`src/rtl/mac_op_scheduler.sv`:
```
// Round-robin issue of add/multiply ops from two requesters onto one shared
// datapath, with tag tracking that routes each result back to its requester.
// Ports: clk_i/reset_n, stall_i, req{0,1}_{valid,ready,op,a,b},
//        dp_{sel,input1,input2}, dp_selected, rsp{0,1}_valid, rsp_data, busy.
module mac_op_scheduler #(
  parameter int LATENCY = 2
) (
  input  logic       clk_i,
  input  logic       reset_n,
  input  logic       stall_i,
  input  logic       req0_valid,
  output logic       req0_ready,
  input  logic       req0_op,
  input  logic [3:0] req0_a,
  input  logic [3:0] req0_b,
  input  logic       req1_valid,
  output logic       req1_ready,
  input  logic       req1_op,
  input  logic [3:0] req1_a,
  input  logic [3:0] req1_b,
  output logic       dp_sel,
  output logic [3:0] dp_input1,
  output logic [3:0] dp_input2,
  input  logic [7:0] dp_selected,
  output logic       rsp0_valid,
  output logic       rsp1_valid,
  output logic [7:0] rsp_data,
  output logic       busy
);

  logic               last_grant;
  logic               grant0;
  logic               grant1;
  logic               accept;
  logic               ok;
  logic [LATENCY-1:0] tag_v;
  logic [LATENCY-1:0] tag_id;

  assign ok = reset_n & ~stall_i;

  always_comb begin
    grant0 = 1'b0;
    grant1 = 1'b0;
    unique case (1'b1)
      ok & req0_valid & req1_valid: begin
        grant0 = last_grant;
        grant1 = ~last_grant;
      end
      ok & req0_valid & ~req1_valid: grant0 = 1'b1;
      ok & req1_valid & ~req0_valid: grant1 = 1'b1;
      default: ;
    endcase
  end

  assign accept     = grant0 | grant1;
  assign req0_ready = grant0;
  assign req1_ready = grant1;

  always_ff @(posedge clk_i or negedge reset_n) begin
    if (!reset_n) begin
      last_grant <= 1'b1;
      dp_sel     <= 1'b0;
      dp_input1  <= '0;
      dp_input2  <= '0;
    end else if (accept) begin
      last_grant <= grant1;
      dp_sel     <= grant1 ? req1_op : req0_op;
      dp_input1  <= grant1 ? req1_a : req0_a;
      dp_input2  <= grant1 ? req1_b : req0_b;
    end
  end

  // Tag stages follow the op through the datapath; the response
  // registers add the final edge so rsp lines up with dp_selected.
  always_ff @(posedge clk_i or negedge reset_n) begin
    if (!reset_n) begin
      tag_v      <= '0;
      tag_id     <= '0;
      rsp0_valid <= 1'b0;
      rsp1_valid <= 1'b0;
    end else begin
      tag_v[0]  <= accept;
      tag_id[0] <= grant1;
      for (int i = 1; i < LATENCY; i++) begin
        tag_v[i]  <= tag_v[i-1];
        tag_id[i] <= tag_id[i-1];
      end
      rsp0_valid <= tag_v[LATENCY-1] & ~tag_id[LATENCY-1];
      rsp1_valid <= tag_v[LATENCY-1] & tag_id[LATENCY-1];
    end
  end

  assign rsp_data = dp_selected;
  assign busy     = |tag_v;

endmodule

```
`config.mk`:
```
export PLATFORM = sky130hd
export DESIGN_NAME = mac_op_scheduler
export DESIGN_NICKNAME = d
export VERILOG_FILES = /design/src/rtl/mac_op_scheduler.sv
export SDC_FILE = /design/constraint.sdc
export NUM_CORES = 1
export LEC_CHECK = 0
export CAP_MARGIN = 20
export CORE_MARGIN = 2
export CORE_UTILIZATION = 36
export CTS_BUF_LIST = sky130_fd_sc_hd__clkbuf_8
export CTS_CLUSTER_DIAMETER = 50
export CTS_CLUSTER_SIZE = 25
export DETAILED_ROUTE_END_ITERATION = 10
export HOLD_SLACK_MARGIN = 0.12
export PLACE_DENSITY = 0.81
export SLEW_MARGIN = 10
export SYNTH_ARGS = -nofsm -noshare
export SYNTH_HDL_FRONTEND = slang
export SYNTH_SLANG_ARGS = --single-unit
```
`constraint.sdc`:
```
create_clock -name clk_i -period 1.55 [get_ports clk_i]
set_clock_uncertainty 0.15 [all_clocks]
set_input_delay 0.3875 -clock clk_i [delete_from_list [all_inputs] [get_ports clk_i]]
set_output_delay 0.3875 -clock clk_i [all_outputs]
set_load 0.02 [all_outputs]
```
==> out/qor.csv <==
metric,value,unit
clk root buf,clkbuf_8,
Worst Path Arrival,1.10,ns
clock buffer depth,2,
# fillers,186,
diodes inserted,0,
CP max FO,2,
drt drc,0,
number of flops mapped to enable cells by yosys,0,
register area share after synthesis,0.512,
HPWL after DPL,1.55,mm
CP Launch Type,input port,
Synth Instances,70,
share of cells above drive strength 1,0.259,
"Avg Cell Area, Syn",11.2,um2
RSZ-0062 raised after global routing,true,
first-pass GRT wire length,3.34,mm
Worst VDD drop,505,uV
PnR Total Power,1.17,mW
First-pass DRT Iterations,2,
Hold WC Path Type,reg2reg,
Synth async-reset ratio,1.00,
crit path kind,in2out,
final period utilization,1.06,
Yosys warnings,0,
max-slew violation count,0,
Worst slew margin,0.700,
top_reg_cell synth,dfrtp_1,
outcome,"finished, violations left",
CTS tree,done,
die area,2570,um2
"Hold Violations, Final",0,
synthesized flop and latch total,16,
violated checks,negative setup slack,
max frequency,611,MHz
Die Ht,50.7,um
biggest area consumer among synthesized cells,dfrtp_1,
Post-Syn Area,785,um2
Worst path slowest cell,dlygate4sd2_1,
CP top delay family,buffers and inverters,
Final Core Density,0.625,
Buffers on Ports,36,
Rows,16,
ANT nets after route,0,
total number of vias,705,
DRT Wirelength,2.11,mm
leakage power,0.620,nW
initial core utilization,0.392,
final setup fails,2,
GPL Wtd Cong,0.753,
worst-path cell chain,dlygate4sd2_1 -> and3b_2 -> nand2_4 -> inv_2 -> buf_6,
cell with the most instances after synthesis,dfrtp_1,
Worst Path Required,1.01,ns
Sink Count,16,
gr usage total,0.180,
DRT iter0 DRCs,9,
Worst-Skew Late Latency,0.24,ns
largest cells by area after synthesis,"dfrtp_1, a221o_1, buf_4",
number of max-cap violations,0,
Hold Slack,0.210,ns
die width,50.7,um
total CTS buffers,3,
Commonest cells post-synth,"dfrtp_1, a221o_1, and3_1, buf_4, nor3b_1",
PwrDens,938,nW/um2
core area,2000,um2
Vias/cell,5.07,
synth unique cells,20,
worst-margin pin slew,0.450,ns
antenna violations before repair,0,
CP Capture Type,output pin,
pre-CTS WS,-0.953,ns
Yosys top cell area share,0.478,
CP bufs+invs,3,
"Area growth, synth to finish",59.5,%
largest net degree at the start of global routing,13,
post-layout minimum cycle time,1.64,ns
Setup WS post-layout,-0.0879,ns
number of global-route vias before repair,746,
H-tree depth,1,
GRT overflow,0,
CP peak stage delay,0.25,ns
"Reg clk slew, reported paths",0.06,ns
wire length per cell,15.2,um
Post-layout nets,144,
syn nets,101,
# IOs,53,
[through the flow]
stage	cell area, um2	TNS, ns	cells
6_report	1250	-0.169	139
5_1_grt	1250	-0.283	139
4_1_cts	1250	-0.187	139
3_5_place_dp	1180	-8.00	133
3_3_place_gp	1180	-7.68	133
2_1_floorplan	785	0	70
[layer usage]
layer	global-route usage	part of all wire	vias up	routed length [um]
met5	0	0	-	0
met1	0.200	0.40	336	853
met3	0.0714	0.056	8	119
met2	0.294	0.52	27	1090
met4	0.0946	0.022	0	46
li1	-	-	334	-
[layout make-up]
cell class	count	area, um2	share of cell area
clock inverter	1	3.75	0.00300
multi-input combinational	40	317	0.253
sequential	16	402	0.321
timing repair buffer	49	443	0.354
clock buffer	3	41.3	0.0330
inverter	3	11.3	0.00900
tap	27	33.8	0.0270
[flip-flops by register name, summed over array words and instances (netlist names)]
signal	flops
rsp1_valid	1
dp_input1	4
tag_v	2
tag_id	2
dp_sel	1
last_grant	1
dp_input2	4
rsp0_valid	1
[power breakdown]
| group | leakage (nW) | internal, mW | switching [mW] |
|---|---|---|---|
| Combinational | 0.394 | 0.182 | 0.166 |
| Sequential | 0.199 | 0.480 | 0.0343 |
| Clock | 0.0269 | 0.175 | 0.135 |
| Total | 0.620 | 0.838 | 0.336 |
[path summary, 6_finish.rpt]
| kind | cells after the start | to | slack [ns] | start |
|---|---|---|---|---|
| min | 0 | tag_id[1]$_DFF_PN0_ | 0.21 | tag_id[0]$_DFF_PN0_ |
| max | 5 | req1_ready | -0.09 | req1_valid |
| max reg2reg | 4 | dp_input1[2]$_DFFE_PN0P_ | 0.05 | last_grant$_DFFE_PN1P_ |
| min reg2reg | 0 | tag_id[1]$_DFF_PN0_ | 0.21 | tag_id[0]$_DFF_PN0_ |
| min in group asynchronous | 3 | dp_input1[3]$_DFFE_PN0P_ | 0.50 | reset_n |
| max in group asynchronous | 3 | tag_v[1]$_DFF_PN0_ | 0.50 | reset_n |
[cell usage in the layout, fill, tap and decap left out, types with 2 or more instances in the layout]
cell / n
dlygate4sd2_1: 13
inv_2: 2
dlygate4sd3_1: 2
dfrtp_1: 15
clkbuf_8: 3
inv_1: 2
clkdlybuf4s50_1: 18
a221o_1: 9
nor3b_1: 9
and3_1: 9
buf_6: 2
buf_4: 12
[repair_timing]
action	in CTS	in global routing
setup endpoints to repair	25	3
hold buffers	2	0
resized for setup	46	0
buffers inserted	0	0
endpoints found under the hold margin	16	0
pin swaps	2	0
[cell families after synthesis]
family,Yosys count,share of synthesized area
buffers and inverters,14,0.112
AO/OA/AOI/OAI,12,0.139
AND/OR/NAND/NOR,28,0.238
flip-flops,16,0.512
(Power assumes the default switching activity.)
